<file path="config.mk">
export PLATFORM = sky130hd
export DESIGN_NAME = pipelined_adder
export DESIGN_NICKNAME = d
export VERILOG_FILES = /design/src/rtl/adder_pkg.sv /design/src/rtl/adder_stage.sv /design/src/rtl/pipelined_adder.sv
export SDC_FILE = /design/constraint.sdc
export NUM_CORES = 1
export LEC_CHECK = 0
export BUFFER_PORTS_ARGS = -buffer_cell sky130_fd_sc_hd__buf_4
export CELL_PAD_IN_SITES_DETAIL_PLACEMENT = 1
export CELL_PAD_IN_SITES_GLOBAL_PLACEMENT = 2
export CORE_MARGIN = 3
export CORE_UTILIZATION = 31
export DETAILED_ROUTE_END_ITERATION = 12
export HOLD_SLACK_MARGIN = 0.1
export PLACE_DENSITY = 0.88
export SLEW_MARGIN = 20
export SYNTH_ARGS = -nofsm -noshare
export SYNTH_HDL_FRONTEND = slang
export SYNTH_SLANG_ARGS = --single-unit
</file>
<file path="constraint.sdc">
create_clock -name clk -period 2.4 [get_ports clk]
set_clock_uncertainty 0.2 [all_clocks]
set_input_delay 0.24 -clock clk [delete_from_list [all_inputs] [get_ports clk]]
set_output_delay 0.24 -clock clk [all_outputs]
set_load 0.05 [all_outputs]
</file>
<file path="src/rtl/adder_pkg.sv">
// Shared types and helpers for the pipelined add/subtract datapath.
// Stage payload: per-beat control bits; operand/sum slices travel beside it as WIDTH-bit vectors.
package adder_pkg;

    typedef struct packed {
        logic valid;
        logic carry;
        logic a_msb;
        logic b_msb;
    } stage_ctrl_t;

    function automatic int unsigned chunk_w(input int unsigned width, input int unsigned stages);
        return (stages == 0) ? width : width / stages;
    endfunction

endpackage

</file>
<file path="src/rtl/adder_stage.sv">
// One pipeline stage: CHUNK-bit ripple adder plus payload register with a shared hold enable.
// The final stage also registers the overflow and zero flags of the completed sum.
module adder_stage
    import adder_pkg::*;
#(
    parameter int unsigned WIDTH = 32,
    parameter int unsigned CHUNK = 8,
    parameter bit          FINAL = 1'b0
) (
    input  logic             clk,
    input  logic             rst,
    input  logic             en,
    input  stage_ctrl_t      ctrl_in,
    input  logic [WIDTH-1:0] a_in,
    input  logic [WIDTH-1:0] b_in,
    input  logic [WIDTH-1:0] sum_in,
    output stage_ctrl_t      ctrl_out,
    output logic [WIDTH-1:0] a_out,
    output logic [WIDTH-1:0] b_out,
    output logic [WIDTH-1:0] sum_out,
    output logic             ovf,
    output logic             zero
);

    logic [CHUNK:0]   part;
    logic [WIDTH-1:0] sum_next;
    logic [CHUNK-1:0] sum_dropped_unused;

    // New chunk enters at the top of the sum; earlier chunks slide down, landing in place after the last stage.
    always_comb begin
        part = {1'b0, a_in[CHUNK-1:0]} + {1'b0, b_in[CHUNK-1:0]} + (CHUNK+1)'(ctrl_in.carry);
        {sum_next, sum_dropped_unused} = {part[CHUNK-1:0], sum_in};
    end

    // Data fields only load for real beats, so outputs keep their last value across bubbles.
    always_ff @(posedge clk) begin
        if (rst) begin
            ctrl_out <= '0;
            a_out    <= '0;
            b_out    <= '0;
            sum_out  <= '0;
        end else if (en) begin
            ctrl_out.valid <= ctrl_in.valid;
            if (ctrl_in.valid) begin
                ctrl_out.carry <= part[CHUNK];
                ctrl_out.a_msb <= ctrl_in.a_msb;
                ctrl_out.b_msb <= ctrl_in.b_msb;
                a_out          <= a_in >> CHUNK;
                b_out          <= b_in >> CHUNK;
                sum_out        <= sum_next;
            end
        end
    end

    generate
        if (FINAL) begin : g_flags
            always_ff @(posedge clk) begin
                if (rst) begin
                    ovf  <= 1'b0;
                    zero <= 1'b0;
                end else if (en && ctrl_in.valid) begin
                    ovf  <= (ctrl_in.a_msb == ctrl_in.b_msb) && (sum_next[WIDTH-1] != ctrl_in.a_msb);
                    zero <= (sum_next == '0);
                end
            end
        end else begin : g_no_flags
            assign ovf  = 1'b0;
            assign zero = 1'b0;
        end
    endgenerate

endmodule

</file>
<file path="src/rtl/pipelined_adder.sv">
// WIDTH-bit add/subtract with the carry chain split over STAGES registers and
// valid/ready handshakes on both sides; whole pipeline advances or holds as one.
module pipelined_adder
    import adder_pkg::*;
#(
    parameter int unsigned WIDTH  = 32,
    parameter int unsigned STAGES = 4
) (
    input  logic             clk,
    input  logic             rst,
    input  logic             in_valid,
    output logic             in_ready,
    input  logic [WIDTH-1:0] in_a,
    input  logic [WIDTH-1:0] in_b,
    input  logic             in_sub,
    output logic             out_valid,
    input  logic             out_ready,
    output logic [WIDTH-1:0] out_sum,
    output logic             out_carry,
    output logic             out_ovf,
    output logic             out_zero
);

    localparam int unsigned CHUNK = chunk_w(WIDTH, STAGES);

    generate
        if (STAGES < 1 || STAGES > WIDTH || (WIDTH % STAGES) != 0) begin : g_bad_params
            $error("pipelined_adder: WIDTH=%0d must be a multiple of STAGES=%0d with 1 <= STAGES <= WIDTH",
                   WIDTH, STAGES);
        end
    endgenerate

    stage_ctrl_t      entry_ctrl;
    logic [WIDTH-1:0] entry_b;
    logic             advance;

    stage_ctrl_t       ctrl_s [STAGES];
    logic [WIDTH-1:0]  a_s    [STAGES];
    logic [WIDTH-1:0]  b_s    [STAGES];
    logic [WIDTH-1:0]  sum_s  [STAGES];
    logic [STAGES-1:0] ovf_s;
    logic [STAGES-1:0] zero_s;
    logic              tail_unused;

    // Subtraction is A + ~B + 1: invert B and inject the +1 as the stage-0 carry.
    always_comb begin
        advance          = !ctrl_s[STAGES-1].valid || out_ready;
        entry_b          = in_sub ? ~in_b : in_b;
        entry_ctrl.valid = in_valid;
        entry_ctrl.carry = in_sub;
        entry_ctrl.a_msb = in_a[WIDTH-1];
        entry_ctrl.b_msb = entry_b[WIDTH-1];
    end

    generate
        for (genvar k = 0; k < STAGES; k++) begin : g_stage
            stage_ctrl_t      ctrl_i;
            logic [WIDTH-1:0] a_i;
            logic [WIDTH-1:0] b_i;
            logic [WIDTH-1:0] sum_i;

            if (k == 0) begin : g_head
                assign ctrl_i = entry_ctrl;
                assign a_i    = in_a;
                assign b_i    = entry_b;
                assign sum_i  = '0;
            end else begin : g_body
                assign ctrl_i = ctrl_s[k-1];
                assign a_i    = a_s[k-1];
                assign b_i    = b_s[k-1];
                assign sum_i  = sum_s[k-1];
            end

            adder_stage #(
                .WIDTH (WIDTH),
                .CHUNK (CHUNK),
                .FINAL (k == STAGES - 1)
            ) u_stage (
                .clk      (clk),
                .rst      (rst),
                .en       (advance),
                .ctrl_in  (ctrl_i),
                .a_in     (a_i),
                .b_in     (b_i),
                .sum_in   (sum_i),
                .ctrl_out (ctrl_s[k]),
                .a_out    (a_s[k]),
                .b_out    (b_s[k]),
                .sum_out  (sum_s[k]),
                .ovf      (ovf_s[k]),
                .zero     (zero_s[k])
            );
        end
    endgenerate

    assign in_ready  = advance;
    assign out_valid = ctrl_s[STAGES-1].valid;
    assign out_sum   = sum_s[STAGES-1];
    assign out_carry = ctrl_s[STAGES-1].carry;
    assign out_ovf   = ovf_s[STAGES-1];
    assign out_zero  = zero_s[STAGES-1];

    // Operand remnants and msb copies are fully consumed by the last stage.
    assign tail_unused = ^{a_s[STAGES-1], b_s[STAGES-1], ctrl_s[STAGES-1].a_msb,
                           ctrl_s[STAGES-1].b_msb, ovf_s, zero_s};

endmodule

</file>
==> results.json, run 1 <==
{
  "max_slew.worst_pin.slew_ns": 0.7067,
  "critPathKind": "register to register",
  "ff2ff_path_depth": 7,
  "layout_commonest_cell": "nand2_1",
  "utilization_pct": 41.05,
  "grt_pass1_wl_mm": 36.89,
  "grt_setup_unrepaired": "yes",
  "final_area_um2": 10370,
  "ys_types": 52,
  "core_um2": 25250,
  "netlist_area_um2": 7981,
  "drcViolationCount": 0,
  "diodes": 0,
  "final_cells": 1462,
  "synthCells": 976,
  "pin_count": 106,
  "multi_input_area_um2": 3993,
  "area_growth_pct": 29.88,
  "nets": 1223,
  "crit_fanout": 3,
  "dp_slack_ns": -0.2402,
  "synth_area_leaders": "dfxtp_1 47%, nand2_1 13%, a21oi_1 9.0%",
  "reg2reg_to": "g_stage[3].u_stage.zero$_SDFFE_PP0P_",
  "synth-seq-cells": 186,
  "ir_worst_vdd_uv": 374.4,
  "status": "finished with violations",
  "layout-drive-gt1-share_pct": 16.61,
  "drt_iter0_markers": 418,
  "wl_per_cell_um": 15.10,
  "powerDensity_nw_per_um2": 675.8,
  "ant_nets": 0,
  "num_vias": 6992,
  "hold_start": "in_a[5]",
  "hold_end": "g_stage[0].u_stage.sum_out[29]$_SDFFE_PP0P_",
  "grt_usage_pct": 15.84,
  "die_x_um": 166.5,
  "setup_viol": 3,
  "clock_latency_ns": 0.43,
  "gp_congestion": 0.8095,
  "async_flop_share_pct": 0,
  "fin_setup_tns_ns": -0.3155,
  "worstSetupStartpointType": "register",
  "initial_core_util_pct": 31.60,
  "grt_start_max_net_pins": 117,
  "synth_top_area_share_pct": 46.65,
  "wirelength_mm": 22.08,
  "synth_warnings": 0,
  "route.met2.wl_mm": 9.532,
  "drv_slew": 0,
  "critPathCaptureType": "register",
  "post_dp_cell_area_um2": 9189,
  "syn-mean-instance-area_um2": 8.178,
  "antenna_found_initial": 0,
  "cts_tree": "done",
  "cts-root-buf": "clkbuf_16",
  "cts_sinks": 186,
  "maxSlewHeadroom_pct": 52.88,
  "violations": "negative setup slack",
  "synth_fp_nets": 1080,
  "top_layer_used": "met4",
  "drt-vias-per-instance": 4.782,
  "cts_buffer_depth": 2,
  "min_path_cells": 5,
  "fmax_ghz": 0.3906,
  "synth_edf_count": 0,
  "post-synth-top-area-cell": "dfxtp_1",
  "die-height_um": 166.5,
  "rrSetupSlack_ns": -0.16,
  "drt-met1-wl_mm": 11.68,
  "worstPathRequired_ns": 2.55,
  "dp_hpwl_mm": 15.06,
  "finalPower_mw": 7.006,
  "whs_ns": 0.1171,
  "cp.arrival_ns": 2.71,
  "power.leakage_nw": 4.068,
  "fin_ws_ns": -0.1604,
  "register_area_um2": 3725,
  "ys_seq_area_share_pct": 46.65,
  "dieArea_um2": 27710,
  "grt_pass1_vias": 7096,
  "maxCapViolCount": 0,
  "port_buffers": 105,
  "dp.cells": 1376,
  "rr_startpoint": "g_stage[2].u_stage.b_out[0]$_SDFFE_PP0P_",
  "clk_pin_slew_ns": 0.07,
  "dr_wl_met3_um": 623,
  "post-route-min-period_ns": 2.560,
  "final_cell_mix": "270 x nand2_1, 185 x dfxtp_1, 144 x a21oi_1",
  "hold_violations": 0,
  "fillers": 3005,
  "h-tree-depth": 4,
  "min_path_type": "primary input to register",
  "synthFlopType": "dfxtp_1",
  "drt_first_pass_iters": 4,
  "gr-total-overflow": 0,
  "period_share_pct": 106.7,
  "rows": 58,
  "cts_buffers": 17
}
==> power breakdown <==
group / internal, mW / leakage (nW) / switching, mW
Clock: 1.64 / 0.297 / 1.28
Combinational: 0.378 / 2.26 / 0.432
Sequential: 3.20 / 1.52 / 0.0755
==> worst max path at each step <==
stage	startpoint	to	slack, ns
global route	g_stage[2].u_stage.b_out[0]$_SDFFE_PP0P_	g_stage[3].u_stage.zero$_SDFFE_PP0P_	-0.25
finish	g_stage[2].u_stage.b_out[0]$_SDFFE_PP0P_	g_stage[3].u_stage.zero$_SDFFE_PP0P_	-0.16
floorplan	g_stage[2].u_stage.b_out[0]$_SDFFE_PP0P_	g_stage[3].u_stage.zero$_SDFFE_PP0P_	-0.06
global placement	g_stage[2].u_stage.b_out[0]$_SDFFE_PP0P_	g_stage[3].u_stage.sum_out[30]$_SDFFE_PP0P_	-0.14
CTS	g_stage[2].u_stage.b_out[0]$_SDFFE_PP0P_	g_stage[3].u_stage.zero$_SDFFE_PP0P_	-0.18
detailed placement	g_stage[2].u_stage.b_out[0]$_SDFFE_PP0P_	g_stage[3].u_stage.zero$_SDFFE_PP0P_	-0.24
==> critical path, stage by stage, from the launching register on <==
cell	delay [ns]
dfxtp_2	0.33
fa_2	0.40
fa_2	0.36
a211o_1	0.32
a2111o_1	0.40
o211ai_1	0.13
nand3_1	0.10
o31ai_1	0.24
==> kinds of logic after synthesis <==
family | Yosys count | synth area share, %
flip-flops | 186 | 46.65
AO/OA/AOI/OAI | 241 | 18.22
XOR/XNOR | 43 | 4.719
multiplexers | 3 | 0.3919
AND/OR/NAND/NOR | 387 | 19.97
adder cells (fa/ha/maj) | 35 | 6.145
buffers and inverters | 81 | 3.903
==> Yosys cell counts, drive strengths merged, types with 6 or more instances <==
| library cell | instances |
|---|---|
| buf | 18 |
| nor3 | 11 |
| dfxtp | 186 |
| ha | 28 |
| and2 | 6 |
| nor2 | 47 |
| o211ai | 7 |
| inv | 15 |
| or3 | 8 |
| clkbuf | 47 |
| o21a | 10 |
| xnor2 | 30 |
| nand3 | 22 |
| a211oi | 35 |
| o21ai | 11 |
| xor2 | 13 |
| a21oi | 144 |
| fa | 7 |
| a21o | 9 |
| nor2b | 6 |
| nand2 | 270 |
| nor4 | 6 |
==> registers in the layout, indices dropped and copies added (netlist names) <==
signal / flops
g_stage.u_stage.sum_out: 80
g_stage.u_stage.a_out: 45
g_stage.u_stage.zero: 1
g_stage.u_stage.b_out: 45
g_stage.u_stage.ovf: 1
g_stage.u_stage.ctrl_out: 14
==> repair_timing <==
item                                   4_1_cts  5_1_grt
endpoints found under the hold margin       56        0
gates cloned                                 0        0
setup buffers                                0        1
setup endpoints to repair                    6        7
hold buffers                                54        0
pin swaps                                    4        9
resized for setup                            3        8
==> metal layers <==
layer / global-route usage [%] / up-vias
met4: 4.197 / 0
met3: 2.516 / 16
li1: - / 3588
met2: 23.62 / 109
met1: 23.80 / 3279
met5: 0 / -
==> final cells by class <==
class                           count  area share [%]
Clock buffer                       17           4.104
Clock inverter                     15           1.654
Inverter                           16          0.5794
Multi-Input combinational cell    709           38.52
Sequential cell                   186           35.93
Tap cell                          330           3.983
Timing Repair Buffer              189           15.23
Power figures use the tool's default switching activity.
==> inputs of run 2 (changes only) <==
--- a/config.mk
+++ b/config.mk
@@ -13,6 +13,7 @@
 export DETAILED_ROUTE_END_ITERATION = 12
 export HOLD_SLACK_MARGIN = 0.1
 export PLACE_DENSITY = 0.88
+export SKIP_CTS_REPAIR_TIMING = 1
 export SLEW_MARGIN = 20
 export SYNTH_ARGS = -nofsm -noshare
 export SYNTH_HDL_FRONTEND = slang
==> run 2 against run 1 <==
  * The run still ends with negative setup slack left
  * Routed wire length grew 0.40%
  * Die area is the same
  * Critical path depth is the same
  * Maximum frequency shrank 1.5%
  * Cell count is essentially flat
  * Power is essentially flat
  * First-iteration DRC count grew 0.72%
  * Via count grew 0.44%
  * Clock power is essentially flat
  * Register-to-register slack lost 0.04 ns
  * Largest cell class unchanged
  * Highest routed layer unchanged
==> results.json, run 2 (synthesized netlist as in run 1, its figures left out) <==
{
  "status": "finished with violations",
  "violations": "negative setup slack",
  "crit_path_frequent_cell": "fa_2",
  "wl_per_cell_um": 15.18,
  "grt_setup_unrepaired": "yes",
  "drt-vias-per-instance": 4.807,
  "drcViolationCount": 0,
  "cp.arrival_ns": 2.74,
  "worstSetupStartpointType": "register",
  "num_vias": 7023,
  "cts_buffers": 17,
  "cts_buffer_depth": 2,
  "min_path_type": "primary input to register",
  "critPathLaunch": "g_stage[2].u_stage.b_out[0]$_SDFFE_PP0P_",
  "post_dp_cell_area_um2": 9189,
  "ff2ff_path_depth": 7,
  "layout_commonest_cell": "nand2_1",
  "regMostFlops": "g_stage.u_stage.sum_out",
  "rrSetupSlack_ns": -0.20,
  "reg2reg_to": "g_stage[3].u_stage.zero$_SDFFE_PP0P_",
  "wirelength_mm": 22.17,
  "dp_hpwl_mm": 15.06,
  "intPower_mw": 5.223,
  "h-tree-depth": 4,
  "gp_congestion": 0.8095,
  "maxCapViolCount": 0,
  "cts_sinks": 186,
  "cts-root-buf": "clkbuf_16",
  "rows": 58,
  "fillers": 3007,
  "critPathKind": "register to register",
  "grt_usage_pct": 15.25,
  "maxSlewHeadroom_pct": 52.50,
  "reg_top3": "g_stage.u_stage.sum_out: 80 flops, g_stage.u_stage.a_out: 45 flops, g_stage.u_stage.b_out: 45 flops",
  "ant_nets": 0,
  "rr_startpoint": "g_stage[2].u_stage.b_out[0]$_SDFFE_PP0P_",
  "power_frac_seq_pct": 46.8,
  "fin_setup_tns_ns": -0.4051,
  "drt_first_pass_iters": 5,
  "clock_latency_ns": 0.43,
  "hold_violations": 0,
  "grt_pass1_vias": 6824,
  "final_area_um2": 10340,
  "drv_slew": 0,
  "diodes": 0,
  "gr-total-overflow": 0,
  "max_slew.worst_pin.slew_ns": 0.7124,
  "crit_fanout": 2,
  "ir_worst_vdd_uv": 374.6,
  "worstPathRequired_ns": 2.55,
  "p_comb_share_pct": 11.6,
  "nets": 1222,
  "die_x_um": 166.5,
  "die-height_um": 166.5,
  "post-route-min-period_ns": 2.599,
  "grt_pass1_wl_mm": 35.55,
  "grt_start_max_net_pins": 117,
  "core_um2": 25250,
  "pin_count": 106,
  "clk_pin_slew_ns": 0.07,
  "endpoint": "g_stage[3].u_stage.zero$_SDFFE_PP0P_",
  "critPathSlowestCell": "or4_1",
  "initial_core_util_pct": 31.60,
  "antenna_found_initial": 0,
  "period_share_pct": 108.3,
  "switchingPower_mw": 1.782,
  "area_growth_pct": 29.57,
  "layout-drive-gt1-share_pct": 16.53,
  "critPathCaptureType": "register",
  "switching_share_pct": 25.43,
  "dieArea_um2": 27710,
  "powerDensity_nw_per_um2": 677.3,
  "fin_ws_ns": -0.1989,
  "power_frac_clock_pct": 41.6,
  "cts_tree": "done",
  "drt_iter0_markers": 421,
  "port_buffers": 105,
  "largest_reg_flops": 80,
  "setup_viol": 3,
  "cp_slowest_stage_delay_ns": 0.48,
  "final_cell_mix": "270 x nand2_1, 185 x dfxtp_1, 144 x a21oi_1",
  "path_cells": "fa_2 -> fa_2 -> nor4_2 -> and4_1 -> nand3_1 -> or4_1 -> o31ai_1",
  "fmax_ghz": 0.3848,
  "power.leakage_nw": 4.063
}
==> run 2: through the flow <==
step / hold slack (ns) / cells / power, mW / utilization, % / setup WS (ns)
floorplan: 0.1760 / 976 / 3.803 / - / -0.06006
global placement: 0.2425 / 1376 / 4.060 / 36.39 / -0.1425
detailed placement: 0.2479 / 1376 / 4.084 / 36.39 / -0.2402
CTS: -0.1571 / 1408 / 7.005 / 38.75 / -0.2559
global route: 0.1059 / 1461 / 7.310 / 40.95 / -0.2823
finish: 0.09084 / 1461 / 7.004 / 40.95 / -0.1989
==> run 2: area by class of cell <==
type / instances / area, um2 / area share (%)
tap: 330 / 412.9 / 3.993
timing repair buffer: 188 / 1567 / 15.15
sequential: 186 / 3725 / 36.02
multi-input combinational: 709 / 3980 / 38.49
inverter: 16 / 60.06 / 0.5808
clock inverter: 15 / 171.4 / 1.658
clock buffer: 17 / 425.4 / 4.114
==> run 2: power groups by stage <==
stage,logic (mW),registers [mW],clock network (mW)
after global placement,0.716,3.34,0
after global routing,0.908,3.29,3.11
after floorplan,0.472,3.33,0
after detailed placement,0.735,3.35,0
final,0.811,3.28,2.92
after CTS,0.739,3.28,2.99
==> run 2: worst min-delay path by stage <==
stage | from | end | slack, ns | cells past startpoint
final | in_valid | g_stage[0].u_stage.sum_out[29]$_SDFFE_PP0P_ | 0.09 | 4
after global routing | in_valid | g_stage[0].u_stage.sum_out[29]$_SDFFE_PP0P_ | 0.11 | 4
after CTS | in_a[18] | g_stage[0].u_stage.a_out[10]$_SDFFE_PP0P_ | -0.16 | 3
after detailed placement | g_stage[0].u_stage.a_out[19]$_SDFFE_PP0P_ | g_stage[1].u_stage.a_out[11]$_SDFFE_PP0P_ | 0.25 | 2
after global placement | g_stage[0].u_stage.a_out[13]$_SDFFE_PP0P_ | g_stage[1].u_stage.a_out[5]$_SDFFE_PP0P_ | 0.24 | 2
after floorplan | in_a[8] | g_stage[0].u_stage.a_out[0]$_SDFFE_PP0P_ | 0.18 | 2
==> run 2: worst max-delay path, delay by kind of cell, from the launching register on <==
family	cells	cell delay, ns
fa+ha+maj	2	0.88
compound gates	1	0.19
simple gates	4	0.91
flops	1	0.33
==> run 2: routing by layer <==
metal | GRT usage [%] | wire [um] | up-vias
met5 | 0 | 0 | -
met4 | 3.766 | 250 | 0
met3 | 2.682 | 735 | 20
met2 | 22.19 | 9724 | 112
met1 | 23.34 | 11460 | 3313
li1 | - | - | 3578
